[src/rtl/fusion_retire_split.sv]
// Splits committed ADD+LOAD fused entries back into two precise retire beats.
// Non-fused entries pass through as a single beat.
module fusion_retire_split #(
  parameter int VLEN = 64,
  parameter int XLEN = 64
) (
  input  logic            clk_i,
  input  logic            rst_i,
  input  logic            flush_i,
  input  logic            commit_valid_i,
  output logic            commit_ready_o,
  input  logic [VLEN-1:0] commit_pc_i,
  input  logic [1:0]      commit_is_fusion_i,
  input  logic            commit_is_compressed_i,
  input  logic [4:0]      commit_rd_i,
  input  logic [XLEN-1:0] commit_add_result_i,
  input  logic            commit_ex_valid_i,
  input  logic [XLEN-1:0] commit_ex_cause_i,
  input  logic [XLEN-1:0] commit_ex_tval_i,
  output logic            retire_valid_o,
  input  logic            retire_ready_i,
  output logic [VLEN-1:0] retire_pc_o,
  output logic            retire_is_compressed_o,
  output logic            retire_ex_valid_o,
  output logic [XLEN-1:0] retire_ex_cause_o,
  output logic [XLEN-1:0] retire_ex_tval_o,
  output logic            wb_valid_o,
  output logic [4:0]      wb_rd_o,
  output logic [XLEN-1:0] wb_data_o
);

  typedef enum logic [1:0] {
    IDLE,
    SINGLE,
    FIRST,
    SECOND
  } state_t;

  state_t          state;
  logic [VLEN-1:0] pc_q;
  logic [1:0]      fus_q;
  logic            c_q;
  logic [4:0]      rd_q;
  logic [XLEN-1:0] add_q;
  logic            ex_q;
  logic [XLEN-1:0] cause_q;
  logic [XLEN-1:0] tval_q;

  logic            last;
  logic            acc;
  logic            hs;
  logic [VLEN-1:0] off;

  assign last = (state == SINGLE) || (state == SECOND);
  assign commit_ready_o = ~rst_i & ~flush_i &
    ((state == IDLE) | (last & retire_ready_i));
  assign acc = commit_valid_i & commit_ready_o;
  assign hs  = retire_valid_o & retire_ready_i;

  always_ff @(posedge clk_i) begin
    if (rst_i) begin
      state   <= IDLE;
      pc_q    <= '0;
      fus_q   <= '0;
      c_q     <= 1'b0;
      rd_q    <= '0;
      add_q   <= '0;
      ex_q    <= 1'b0;
      cause_q <= '0;
      tval_q  <= '0;
    end else begin
      if (acc) begin
        pc_q    <= commit_pc_i;
        fus_q   <= commit_is_fusion_i;
        c_q     <= commit_is_compressed_i;
        rd_q    <= commit_rd_i;
        add_q   <= commit_add_result_i;
        ex_q    <= commit_ex_valid_i;
        cause_q <= commit_ex_cause_i;
        tval_q  <= commit_ex_tval_i;
      end
      if (flush_i) begin
        state <= IDLE;
      end else if (acc) begin
        state <= (commit_is_fusion_i == 2'b00) ? SINGLE : FIRST;
      end else if (hs) begin
        state <= (state == FIRST) ? SECOND : IDLE;
      end
    end
  end

  // LOAD half sits after a 2-byte or 4-byte ADD half
  assign off = ((fus_q == 2'b11) || (fus_q == 2'b10 && c_q)) ?
    VLEN'(4) : VLEN'(2);

  always_comb begin
    retire_valid_o         = 1'b0;
    retire_pc_o            = '0;
    retire_is_compressed_o = 1'b0;
    retire_ex_valid_o      = 1'b0;
    retire_ex_cause_o      = '0;
    retire_ex_tval_o       = '0;
    wb_valid_o             = 1'b0;
    wb_rd_o                = '0;
    wb_data_o              = '0;
    unique case (state)
      SINGLE: begin
        retire_valid_o         = 1'b1;
        retire_pc_o            = pc_q;
        retire_is_compressed_o = c_q;
        retire_ex_valid_o      = ex_q;
        retire_ex_cause_o      = cause_q;
        retire_ex_tval_o       = tval_q;
      end
      FIRST: begin
        retire_valid_o         = 1'b1;
        retire_pc_o            = pc_q;
        retire_is_compressed_o = (fus_q == 2'b01) |
          ((fus_q == 2'b10) & ~c_q);
        wb_valid_o             = ex_q;
        wb_rd_o                = ex_q ? rd_q : '0;
        wb_data_o              = ex_q ? add_q : '0;
      end
      SECOND: begin
        retire_valid_o         = 1'b1;
        retire_pc_o            = pc_q + off;
        retire_is_compressed_o = (fus_q == 2'b01) |
          ((fus_q == 2'b10) & c_q);
        retire_ex_valid_o      = ex_q;
        retire_ex_cause_o      = cause_q;
        retire_ex_tval_o       = tval_q;
      end
      default: ;
    endcase
  end

endmodule

[config.mk]
export PLATFORM = sky130hd
export DESIGN_NAME = fusion_retire_split
export DESIGN_NICKNAME = d
export VERILOG_FILES = /design/src/rtl/fusion_retire_split.sv
export SDC_FILE = /design/constraint.sdc
export NUM_CORES = 1
export LEC_CHECK = 0
export BUFFER_PORTS_ARGS = -buffer_cell sky130_fd_sc_hd__buf_4
export CAP_MARGIN = 20
export CORE_ASPECT_RATIO = 0.7
export CORE_MARGIN = 3
export CORE_UTILIZATION = 30
export DETAILED_ROUTE_END_ITERATION = 12
export PLACE_DENSITY = 0.63
export SLEW_MARGIN = 20
export SYNTH_ARGS = -nofsm -noshare
export SYNTH_HDL_FRONTEND = slang
export SYNTH_SLANG_ARGS = --single-unit
[constraint.sdc]
create_clock -name clk_i -period 6.4 [get_ports clk_i]
set_input_delay 1.28 -clock clk_i [delete_from_list [all_inputs] [get_ports clk_i]]
set_output_delay 1.28 -clock clk_i [all_outputs]
set_load 0.01 [all_outputs]
==> flow_metrics.tcl <==
set metrics [dict create \
    clockPowerShare_pct 45.3 \
    hold-worst-slack_ps 449 \
    synthMuxAreaShare_pct 0 \
    cts_made_buffers 29 \
    fp.coreArea_sq_um 42600 \
    rsz0062_at_grt "false" \
    cpMostUsedCell "inv_1" \
    syn_to_final_growth_pct 40.5 \
    fin_crit_ps 5370 \
    worstPathArrival_ps 4090 \
    worst_pin_slew_ps 1040 \
    portBuffers 535 \
    peakVddDrop_mv 0.188 \
    drv_slew 0 \
    skew_ps 11.2 \
    place_congestion 0.869 \
    path_class "reg -> out" \
    cp_max_fo 13 \
    max_freq_ghz 0.186 \
    drive_gt1_share_pct 27.2 \
    syn_nets 2107 \
    synth_most_common_cell "nand2_1" \
    routed_wl_um 50200 \
    setup_viol 0 \
    cts-resized-gates 0 \
    synth_ff_type "dfxtp_1" \
    synthSimpleGateAreaFrac_pct 35.3 \
    crit_path_end_kind "output port" \
    cts_tree "yes" \
    finalHoldViolations 0 \
    worst-path-buf-inv 3 \
    post-cts-setup-buffers 0 \
    path_clk_slew_ps 60 \
    multiInputGateArea_sq_um 7020 \
    fp.dieH_um 181 \
    crit_slowest_cell "and4_1" \
    place_hpwl_um 35800 \
    cts_root_buf "clkbuf_16" \
    cap_violations 0 \
    place_area_sq_um 17400 \
    worstHoldPathType "reg -> reg" \
    yosysTopAreaCellShare_pct 40.9 \
    grt_use_total_pct 20.5 \
    synthTopCellsByArea "dfxtp_1, nand2_1, a21oi_1, nor2b_1, and3_1" \
    worstSetupStartpointType "flop" \
    yosys.area.top_type "dfxtp_1" \
    final_net_count 2529 \
    syn-cell-area_sq_um 13100 \
    die_w_um 255 \
    rows 63 \
    synth.avg_cell_area_sq_um 7.13 \
    timing.slew.headroom_pct 30.1 \
    synth_top_family_by_area "simple AND/OR/NAND/NOR gates" \
    grt_pass1_vias 13800 \
    outcome "completed" \
    synth_compound_area_share_pct 17.5 \
    cts_htree_levels 1 \
    slowest_delay_ps 610 \
    seq_power_share_pct 46.4 \
    p_int_uw 2890 \
    cts_hold_buf 0 \
    fin_area_sq_um 18300 \
    synth_adder_area_share_pct 0.728 \
    drc 0 \
    initial_core_util_pct 30.6 \
    fin_crit_sh_pct 84.0 \
    wl_per_cell_um 17.5 \
    netlist_top_cells_count "nand2_1, a21oi_1, dfxtp_1, nor2b_1, clkbuf_1" \
    post_drt_via_cell_ratio 5.02 \
    async_reset_ff_share_pct 0 \
    clock-sinks 267 \
    critPathTopFamily "simple AND/OR/NAND/NOR gates" \
    ios 536 \
    synthDistinctLibCells 57 \
    netSwitchingFraction_pct 24.0 \
    clock_latency_ps 560 \
    ys_ff_latch 267 \
    grt_overflow_total 0 \
    drtAntennaViolNets 0 \
    crit_path_cell_trace "nor2_1, nor2b_1, inv_1, ha_1, inv_1, fa_1, and4b_1, and4_1, nand4_1, or4_1, o211ai_1, buf_4" \
    dr.pass1.iters 5 \
    synth_xor_area_share_pct 0 \
    grt_max_degree 122 \
    die_area_sq_um 46100 \
    crit_required_ps 5120 \
    drt_iter0_drc 1058 \
    regArea_sq_um 5350 \
    synth-edff-count 0 \
    setup_tns_ps 0 \
    p_leak_uw 0.00732 \
    fillers 4369 \
    pwr-share-comb_pct 8.3 \
    antenna_found_initial 4 \
    seq_area_frac_synth_pct 40.9 \
    ctsLongestPathBuffers 3 \
    vias 14400 \
    power.density_nw_per_um2 207 \
    grt_pass1_wl_um 77900 \
    syn-instance-count 1830 \
    yosysWarningCount 0 \
    p_sw_uw 913 \
]
[sequential cells by signal, indices dropped and copies added, names as in the netlist]
name	flops
c_q	1
state	2
rd_q	5
cause_q	64
add_q	64
ex_q	1
tval_q	64
pc_q	64
fus_q	2
[routing by layer]
metal | vias up | global-route usage (%) | share of wire [%]
met1 | 6746 | 25.3 | 41
met2 | 481 | 34.5 | 48
met3 | 105 | 5.75 | 7.2
li1 | 7033 | - | -
met4 | 0 | 7.24 | 3.5
met5 | - | 0 | 0
[area by class of cell]
class,instances,area share [%]
multi-input cells,1385,38.3
well taps,585,3.99
repair buffers,551,22.9
flip-flops and latches,267,29.1
diodes,4,0.0546
inverters,18,0.368
clock buffers,40,4.45
clock inverters,13,0.812
[power groups by stage]
stage               logic [uW]  clock network, uW  registers (uW)
floorplan                  155                  0            1780
global placement           312                  0            1800
detailed placement         317                  0            1800
CTS                        318               1780            1760
global route               351               1850            1770
finish                     315               1720            1760
[stage by stage]
| stage | cells | utilization (%) | worst slack (ps) | power, uW |
|---|---|---|---|---|
| global placement | 2806 | 40.7 | 1710 | 2110 |
| detailed placement | 2806 | 40.7 | 1670 | 2120 |
| CTS | 2859 | 43.0 | 1030 | 3860 |
| floorplan | 1830 | - | 2420 | 1930 |
| global route | 2863 | 43.0 | 840 | 3970 |
| finish | 2863 | 43.0 | 1030 | 3800 |
[cell families (layout without fill, tap and decap cells)]
group	after synthesis	in the layout
AND/OR/NAND/NOR	972	972
AO/OA/AOI/OAI	406	406
flip-flops	267	267
buffers and inverters	178	622
adder cells (fa/ha/maj)	7	7
other	0	4
[worst reg2reg max path: cells and delay by family (launching register included)]
kind | cells | cell delay [ps]
flops | 1 | 370
simple gates | 2 | 790
compound gates | 2 | 740
buf+inv | 2 | 820
[final timing paths]
kind,start,endpoint,slack (ps),cells after the start
setup / recovery,c_q,retire_pc_o[55],1030,12
hold / removal,tval_q[56],tval_q[56],450,2
setup reg to reg,state[0],cause_q[11],3530,6
hold reg to reg,tval_q[56],tval_q[56],450,2
[cell usage in the layout, fill, tap and decap left out, drive strengths merged, types with 6 or more instances in the layout]
| master | count |
|---|---|
| clkbuf | 41 |
| a21oi | 297 |
| buf | 550 |
| dfxtp | 267 |
| nor2b | 134 |
| a31oi | 16 |
| or4 | 14 |
| nand2 | 593 |
| ha | 6 |
| a311oi | 11 |
| nand4 | 35 |
| clkinv | 7 |
| inv | 19 |
| nand3 | 34 |
| nor3 | 14 |
| and4 | 8 |
| and2 | 8 |
| nor2 | 24 |
| nor4 | 16 |
| o211ai | 14 |
| or3 | 11 |
| and3 | 73 |
| o21ai | 28 |
No activity file was read; power rests on OpenSTA's default activity.
